--- config.mk ---
export PLATFORM = sky130hd
export DESIGN_NAME = stream_pool2d_flat
export DESIGN_NICKNAME = d
export VERILOG_FILES = /design/src/rtl/stream_pool2d_if.sv /design/src/rtl/stream_pool2d.sv /design/src/flat_wrapper.sv
export SDC_FILE = /design/constraint.sdc
export NUM_CORES = 1
export LEC_CHECK = 0
export CAP_MARGIN = 40
export CORE_MARGIN = 2
export CORE_UTILIZATION = 45
export CTS_CLUSTER_DIAMETER = 60
export DETAILED_ROUTE_END_ITERATION = 12
export DONT_BUFFER_PORTS = 1
export PLACE_DENSITY = 0.67
export RECOVER_POWER = 100
export SKIP_CTS_REPAIR_TIMING = 1
export SLEW_MARGIN = 40
export SYNTH_ARGS = -nofsm -noshare
export SYNTH_HDL_FRONTEND = slang
export SYNTH_SLANG_ARGS = --single-unit
--- constraint.sdc ---
create_clock -name clk -period 7.3 [get_ports clk]
set_input_delay 2.19 -clock clk [delete_from_list [all_inputs] [get_ports clk]]
set_output_delay 2.19 -clock clk [all_outputs]
set_load 0.01 [all_outputs]
--- src/rtl/stream_pool2d_if.sv ---
// Valid/ready bundle for stream_pool2d: pixel input stream and pooled result stream.
interface stream_pool2d_if #(
  parameter int unsigned WIDTH = 8
);
  logic             s_valid;
  logic             s_ready;
  logic [WIDTH-1:0] s_data;
  logic             m_valid;
  logic             m_ready;
  logic [WIDTH-1:0] m_data;
  logic             m_last;

  modport slave (
    input  s_valid, s_data, m_ready,
    output s_ready, m_valid, m_data, m_last
  );

  modport master (
    output s_valid, s_data, m_ready,
    input  s_ready, m_valid, m_data, m_last
  );
endinterface

--- src/rtl/stream_pool2d.sv ---
// Streaming non-overlapping POOLxPOOL max/avg pooling over a raster-order pixel stream.
module stream_pool2d #(
  parameter int unsigned WIDTH  = 8,
  parameter int unsigned IMG_W  = 28,
  parameter int unsigned IMG_H  = 28,
  parameter int unsigned POOL   = 2,
  parameter bit          SIGNED = 1'b0
) (
  input  logic          clk,
  input  logic          rst,
  input  logic          i_mode,
  stream_pool2d_if.slave bus
);
  localparam int unsigned PL    = $clog2(POOL);
  localparam int unsigned SUM_W = WIDTH + 2 * PL;
  localparam int unsigned OUT_W = IMG_W / POOL;
  localparam int unsigned OUT_H = IMG_H / POOL;
  localparam int unsigned CW    = (IMG_W > 1) ? $clog2(IMG_W) : 1;
  localparam int unsigned RW    = (IMG_H > 1) ? $clog2(IMG_H) : 1;
  localparam int unsigned GW    = (OUT_W > 1) ? $clog2(OUT_W) : 1;

  logic [CW-1:0]    col;
  logic [RW-1:0]    row;
  logic             mode_r;
  logic [SUM_W-1:0] acc;
  logic [SUM_W-1:0] line_buf [OUT_W];

  logic             accept, first_px, mode_eff, in_region;
  logic             grp_end, band_first, band_end, win_done, win_last;
  logic [PL-1:0]    cx, ry;
  logic [GW-1:0]    grp;
  logic [SUM_W-1:0] pix_ext, row_val, band_val, avg_val;
  logic [WIDTH-1:0] result;

  function automatic logic [SUM_W-1:0] combine(input logic avg,
                                               input logic [SUM_W-1:0] a,
                                               input logic [SUM_W-1:0] b);
    logic a_gt_b;
    if (SIGNED) a_gt_b = $signed(a) > $signed(b);
    else        a_gt_b = a > b;
    if (avg)         combine = a + b;
    else if (a_gt_b) combine = a;
    else             combine = b;
  endfunction

  assign bus.s_ready = !bus.m_valid || bus.m_ready;
  assign accept      = bus.s_valid && bus.s_ready;
  assign first_px    = (col == '0) && (row == '0);
  // The frame's first pixel already uses the incoming mode, before mode_r captures it.
  assign mode_eff    = first_px ? i_mode : mode_r;
  assign in_region   = (32'(col) < OUT_W * POOL) && (32'(row) < OUT_H * POOL);
  assign cx          = col[PL-1:0];
  assign ry          = row[PL-1:0];
  assign grp         = GW'(col >> PL);
  assign grp_end     = (cx == '1);
  assign band_first  = (ry == '0);
  assign band_end    = (ry == '1);
  assign win_done    = accept && in_region && grp_end && band_end;
  assign win_last    = (32'(col) == OUT_W * POOL - 1) && (32'(row) == OUT_H * POOL - 1);

  always_comb begin
    pix_ext  = '0;
    row_val  = '0;
    band_val = '0;
    avg_val  = '0;
    result   = '0;
    if (SIGNED) pix_ext = {{(SUM_W - WIDTH){bus.s_data[WIDTH-1]}}, bus.s_data};
    else        pix_ext = {{(SUM_W - WIDTH){1'b0}}, bus.s_data};
    row_val  = (cx == '0) ? pix_ext : combine(mode_eff, acc, pix_ext);
    band_val = band_first ? row_val : combine(mode_eff, line_buf[grp], row_val);
    if (SIGNED) avg_val = SUM_W'($signed(band_val) >>> (2 * PL));
    else        avg_val = band_val >> (2 * PL);
    result   = mode_eff ? avg_val[WIDTH-1:0] : band_val[WIDTH-1:0];
  end

  always_ff @(posedge clk or negedge rst) begin
    if (!rst) begin
      col    <= '0;
      row    <= '0;
      mode_r <= 1'b0;
    end else if (accept) begin
      if (first_px) mode_r <= i_mode;
      if (32'(col) == IMG_W - 1) begin
        col <= '0;
        row <= (32'(row) == IMG_H - 1) ? '0 : row + 1'b1;
      end else begin
        col <= col + 1'b1;
      end
    end
  end

  // Datapath storage needs no reset: the first pixel of a group and the first row of a band overwrite it.
  always_ff @(posedge clk) begin
    if (accept && in_region) begin
      acc <= row_val;
      if (grp_end) line_buf[grp] <= band_val;
    end
  end

  always_ff @(posedge clk or negedge rst) begin
    if (!rst) begin
      bus.m_valid <= 1'b0;
      bus.m_data  <= '0;
      bus.m_last  <= 1'b0;
    end else if (win_done) begin
      bus.m_valid <= 1'b1;
      bus.m_data  <= result;
      bus.m_last  <= win_last;
    end else if (bus.m_ready) begin
      bus.m_valid <= 1'b0;
    end
  end
endmodule

--- src/flat_wrapper.sv ---
// flat-port wrapper written by rule: the top's interface ports become plain ports
module stream_pool2d_flat 
#(
  parameter int unsigned WIDTH  = 8,
  parameter int unsigned IMG_W  = 28,
  parameter int unsigned IMG_H  = 28,
  parameter int unsigned POOL   = 2,
  parameter bit          SIGNED = 1'b0
)
  (clk, rst, i_mode, bus_s_valid, bus_s_data, bus_m_ready, bus_s_ready, bus_m_valid, bus_m_data, bus_m_last);
  stream_pool2d_if #(.WIDTH(WIDTH)) bus_i ();
  input  logic clk;
  input  logic rst;
  input  logic i_mode;
  input wire logic [$bits(bus_i.s_valid)-1:0] bus_s_valid;
  input wire logic [$bits(bus_i.s_data)-1:0] bus_s_data;
  input wire logic [$bits(bus_i.m_ready)-1:0] bus_m_ready;
  output wire logic [$bits(bus_i.s_ready)-1:0] bus_s_ready;
  output wire logic [$bits(bus_i.m_valid)-1:0] bus_m_valid;
  output wire logic [$bits(bus_i.m_data)-1:0] bus_m_data;
  output wire logic [$bits(bus_i.m_last)-1:0] bus_m_last;
  assign bus_i.s_valid = bus_s_valid;
  assign bus_i.s_data = bus_s_data;
  assign bus_i.m_ready = bus_m_ready;
  assign bus_s_ready = bus_i.s_ready;
  assign bus_m_valid = bus_i.m_valid;
  assign bus_m_data = bus_i.m_data;
  assign bus_m_last = bus_i.m_last;
  stream_pool2d #(.WIDTH(WIDTH), .IMG_W(IMG_W), .IMG_H(IMG_H), .POOL(POOL), .SIGNED(SIGNED)) u_core (.clk(clk), .rst(rst), .i_mode(i_mode), .bus(bus_i));
endmodule
After elaboration in Yosys (flattened, before gate mapping)
Memory sizes are Yosys's and may differ from the RTL's.
Index checks and enable logic that the tools add are counted.
{"block": "totals", "regBits": 31, "ram_bits": 140, "inputBits": 13, "out_inout_bits": 11, "word_cells": 46, "mem_count": 1}
{"block": "op_classes", "addsub": 4, "n_lt_le_gt_ge": 4, "n_eq_ne": 2, "n_mux": 15, "n_reduce_logical": 13}
{"name": "u_core.line_buf", "depth": 14, "width": 10, "rd": 1, "rd_ports_with_merged_regs": 0, "write_ports": 1, "line_no": "stream_pool2d.sv:26", "source": "logic [SUM_W-1:0] line_buf [OUT_W];"}
{"cell": "10-bit two-way mux", "count": 6}
{"cell": "10-bit adder", "count": 1}
{"cell": "10-bit by 8-bit adder with 10-bit output", "count": 1}
{"cell": "5-bit by 1-bit adder with 5-bit output, second input constant", "count": 2}
{"cell": "5-bit equality test, second input constant", "count": 2}
{"cell": "10-bit > comparator", "count": 1}
{"cell": "10-bit by 8-bit > comparator with 1-bit output", "count": 1}
{"cell": "5-bit zero test", "count": 2}
{"cell": "5-bit < comparator, second input constant", "count": 2}
{"cell": "5-bit two-way mux", "count": 2}
{"cell": "8-bit two-way mux", "count": 1}
{"cell": "1-bit logical AND", "count": 7}
{"cell": "1-bit two-way mux", "count": 6}
{"cell": "2-bit AND reduction", "count": 1}
{"cell": "2-bit nonzero test", "count": 1}
{"cell": "1-bit zero test", "count": 1}
{"cell": "1-bit logical OR", "count": 1}

Logic depth before layout (Yosys ltp)
{"block": "logic_depth", "word_depth": 10, "ltp_mapped": 23}

Least setup slack after synthesis
OpenSTA, ideal clock, no wires.
{"block": "synth_path", "path_type": "input to register", "from": "input port bus_s_data[7]", "to": "memory u_core.line_buf[0][8] (netlist bit) (data pin)", "setup_ps": 288, "arrival_ps": 5739, "slack_ps": 1273, "stages": 17, "n_path_buf": 0, "cell_sequence": "inv_1 ha_1 or4_4 a21oi_4 a32oi_4 o21a_4 nor2_1 nor2_1 ha_1 fa_1 nand2b_1 a21oi_1 o31a_1 o41ai_1 xnor2_1 o22ai_1 a22oi_1"}
{"block": "synth_via", "elab_chain_len": 8, "word_cells_on_any_way": 10}
{"element": "start: declaration", "line_no": "flat_wrapper.sv:16", "source": "input wire logic [$bits(bus_i.s_data)-1:0] bus_s_data;"}
{"element": "10-bit by 8-bit > comparator with 1-bit output (*)", "line_no": "stream_pool2d.sv:40", "source": "else a_gt_b = a > b;"}
{"element": "10-bit two-way mux (*)", "line_no": "stream_pool2d.sv:42", "source": "else if (a_gt_b) combine = a;"}
{"element": "10-bit two-way mux (*)", "line_no": "stream_pool2d.sv:41", "source": "if (avg) combine = a + b;"}
{"element": "10-bit two-way mux (*)", "line_no": "stream_pool2d.sv:69", "source": "row_val = (cx == '0) ? pix_ext : combine(mode_eff, acc, pix_ext);"}
{"element": "named net u_core.row_val[0]", "line_no": "stream_pool2d.sv:32", "source": "logic [SUM_W-1:0] pix_ext, row_val, band_val, avg_val;"}
{"element": "10-bit > comparator", "line_no": "stream_pool2d.sv:40"}
{"element": "10-bit two-way mux", "line_no": "stream_pool2d.sv:42"}
{"element": "10-bit two-way mux (*)", "line_no": "stream_pool2d.sv:41"}
{"element": "10-bit two-way mux (*)", "line_no": "stream_pool2d.sv:70", "source": "band_val = band_first ? row_val : combine(mode_eff, line_buf[grp], row_val);"}
{"element": "named net u_core.band_val[8]", "line_no": "stream_pool2d.sv:32"}
{"element": "end: declaration", "line_no": "stream_pool2d.sv:26"}
Mark *: on every way through the listed nets, which the timed path passes. The rest lies on a longest branch.

Worst setup path after layout
{"block": "layout_path", "from": "input port bus_s_data[5]", "to": "memory u_core.line_buf[4][5] (netlist bit) (data pin)"}
{"block": "layout_via", "elab_chain_len": 8, "word_cells_on_any_way": 10}
{"element": "10-bit by 8-bit > comparator with 1-bit output", "line_no": "stream_pool2d.sv:40"}
{"element": "10-bit two-way mux", "line_no": "stream_pool2d.sv:42"}
{"element": "10-bit two-way mux", "line_no": "stream_pool2d.sv:41"}
{"element": "10-bit two-way mux (*)", "line_no": "stream_pool2d.sv:69"}
{"element": "10-bit > comparator", "line_no": "stream_pool2d.sv:40"}
{"element": "10-bit two-way mux", "line_no": "stream_pool2d.sv:42"}
{"element": "10-bit two-way mux", "line_no": "stream_pool2d.sv:41"}
{"element": "10-bit two-way mux (*)", "line_no": "stream_pool2d.sv:70"}
{"element": "named net u_core.band_val[5]", "line_no": "stream_pool2d.sv:32"}
Marks and branches as above.

==> results.yml <==
outcome:
  outcome: "complete, no violations"
place:
  dp_hpwl_um: 14200
  place_congestion: 0.975
  preCtsSetupSlack_ns: 0.374
  io_buffer_count: 0
  dpl_cell_area_um2: 8960
global_routing:
  grt_use_met3: 0.0441
  grtUsageMet1: 0.277
  antenna_found_initial: 0
  grt_busiest_layer: "met2"
  first_global_vias: 5554
  grtUsageTotal: 0.214
  grt_pass1_wl_um: 32100
  grt_max_degree: 49
  grt_overflow: 0
  met2_usage: 0.359
synthesis:
  syn_area_um2: 8610
  synth_top_area_share: 0.523
  synth_edf_count: 150
  async_flop_share: 0.123
  synthesis.nets: 688
  syn_inst: 634
  avgSynthCellArea_um2: 13.6
  post-synth-top-area-cell: "edfxtp_1"
  synthTopCellsByArea: "edfxtp_1 52%, mux4_2 7.6%, dfrtp_1 6.1%"
  synth_cell_type_count: 73
  yosysWarnings: 0
  ys_seq_area_frac: 0.584
  ys_ff_latch: 171
  yosys_most_used_dff: "edfxtp_1"
pwr:
  power.share.combinational: 0.478
  power_switching_mw: 1.82
  p_leak_nw: 3.31
  power.internal_mw: 2.67
  ir_drop_v: 0.000295
  p_sw_frac: 0.405
  p_total_mw: 4.49
  power_density_nw_per_um2: 477
  p_seq_frac: 0.330
  p_clk_frac: 0.192
floorplan:
  die-area_um2: 20300
  rows: 50
  io_pins: 24
  initial_core_util: 0.459
  die_y_um: 142
  core_um2: 18800
  die_x_um: 142
sta:
  finalCriticalPeriod_ns: 6.62
  finalCritPeriodShare: 0.907
  finalClockSkew_ns: 0.0122
  worst_slack_ns: 0.678
  maxClockFrequency_mhz: 151
  rsz0062_at_grt: "false"
  tns_ns: 0
  setup_viol: 0
  slew_violations: 0
  tightest_slew_ns: 1.14
  hold_viol_final: 0
  slew_headroom: 0.235
critical_path:
  worstPathRequired_ns: 7.37
  arrival_ns: 6.69
  path_class: "input port to flop"
  rr_worst_depth: 14
  start_kind: "input port"
  crit_path_end_kind: "flop"
  path_max_fanout: 14
min_path:
  holdPathStages: 2
  min_path_type: "flop to flop"
cts:
  clk_path_buf_depth: 2
  cts_buffers: 17
  path_clk_slew_ns: 0.06
  cts_tree: "built"
  h-tree-depth: 4
  cts_sinks: 171
  clk_latency_ns: 0.43
  clockRootBuffer: "clkbuf_16"
drt:
  wl_um: 20300
  drt-pass1-iter-count: 5
  wire_per_inst_um: 22.6
  ant_nets: 0
  drtIter0Drc: 535
  drc_errors: 0
  vias: 5450
  routed_via_density: 6.04
layout:
  diodes: 0
  final_cell_mix: "150 x edfxtp_1, 44 x nor2_1, 42 x nand2_1, 39 x ha_1, 32 x inv_1"
  nets: 710
  final_common_cell: "edfxtp_1"
  design_area_um2: 9430
  fillCellCount: 1619
  final_util: 0.503
  synthToLayoutAreaGrowth_pct: 9.55
  drive_gt1_frac: 0.132
run:
  drv_cap: 0
## path summary, 6_finish.rpt
path                               start                    end  slack (ns)
setup / recovery           bus_s_data[5]  u_core.line_buf[4][5]        0.68
hold / removal             u_core.mode_r          u_core.mode_r        0.48
setup reg to reg           u_core.col[0]  u_core.line_buf[4][5]        1.03
hold reg to reg            u_core.mode_r          u_core.mode_r        0.48
max in group asynchronous            rst   u_core.bus.m_data[3]        5.76
min in group asynchronous            rst     u_core.bus.m_valid        1.45
## metrics by stage
step                cells  hold slack (ns)
floorplan             634            0.450
global placement      867            0.465
detailed placement    870            0.473
CTS                   901            0.487
global route          902            0.533
finish                902            0.480
## area by class of cell
class                           count  area, um^2  area share
Multi-Input combinational cell    403        3270       0.347
Tap cell                          234         293      0.0310
Sequential cell                   171        5030       0.533
Inverter                           36         135      0.0143
Clock inverter                     13         138      0.0146
Clock buffer                       18         429      0.0455
Timing Repair Buffer               27         133      0.0141
## cell families (layout without fill, tap and decap cells)
family,count (synthesis),count (layout),synth area share
and+or+nand+nor,169,169,0.0993
xor gates and xnor gates,11,11,0.0112
DFF,171,171,0.584
muxes,48,48,0.0985
buffers and inverters,60,94,0.0321
AOI/OAI and AO/OA,134,134,0.113
adders and majority gates,41,41,0.0613
## power groups by stage
stage / combinational, mW / sequential [mW] / clock, mW
global route: 2.36 / 1.50 / 0.921
detailed placement: 2.14 / 1.50 / 0
global placement: 2.08 / 1.50 / 0
CTS: 2.15 / 1.48 / 0.875
finish: 2.15 / 1.48 / 0.863
floorplan: 1.60 / 1.47 / 0
## synthesized netlist by cell type, types with 11 or more instances
cell type / instances
inv_1: 32
nor2_1: 44
edfxtp_1: 150
nand2b_1: 11
o21ai_0: 22
mux2i_1: 15
nand2_1: 42
nand3_1: 16
a21oi_1: 24
ha_1: 39
dfrtp_1: 21
a22oi_1: 11
mux4_2: 29
## metal layers
metal  routed length [um]  vias up
met5                    0        -
met4                  616        0
met3                 1140       45
met2                 9970      181
met1                 8630     2735
li1                     -     2489
## worst max-delay path: stages
cell and delay [ns]:
inv_1 0.04, ha_1 0.45, nand4_1 0.16, o21bai_1 0.20, a32oi_1 0.59, nand2_1 0.25
o221a_1 0.38, ha_1 0.43, nand4_1 0.14, o21bai_1 0.18, a31oi_1 0.27, o21a_1 0.24
o21ai_2 0.18, a22oi_1 0.96
## flip-flops by register name, summed over array words and instances (netlist names)
register / count
u_core.line_buf: 140
u_core.acc: 10
u_core.bus.m_last: 1
u_core.row: 5
u_core.col: 5
u_core.mode_r: 1
u_core.bus.m_valid: 1
u_core.bus.m_data: 8
Note: power is estimated with default switching activity, not from simulation.
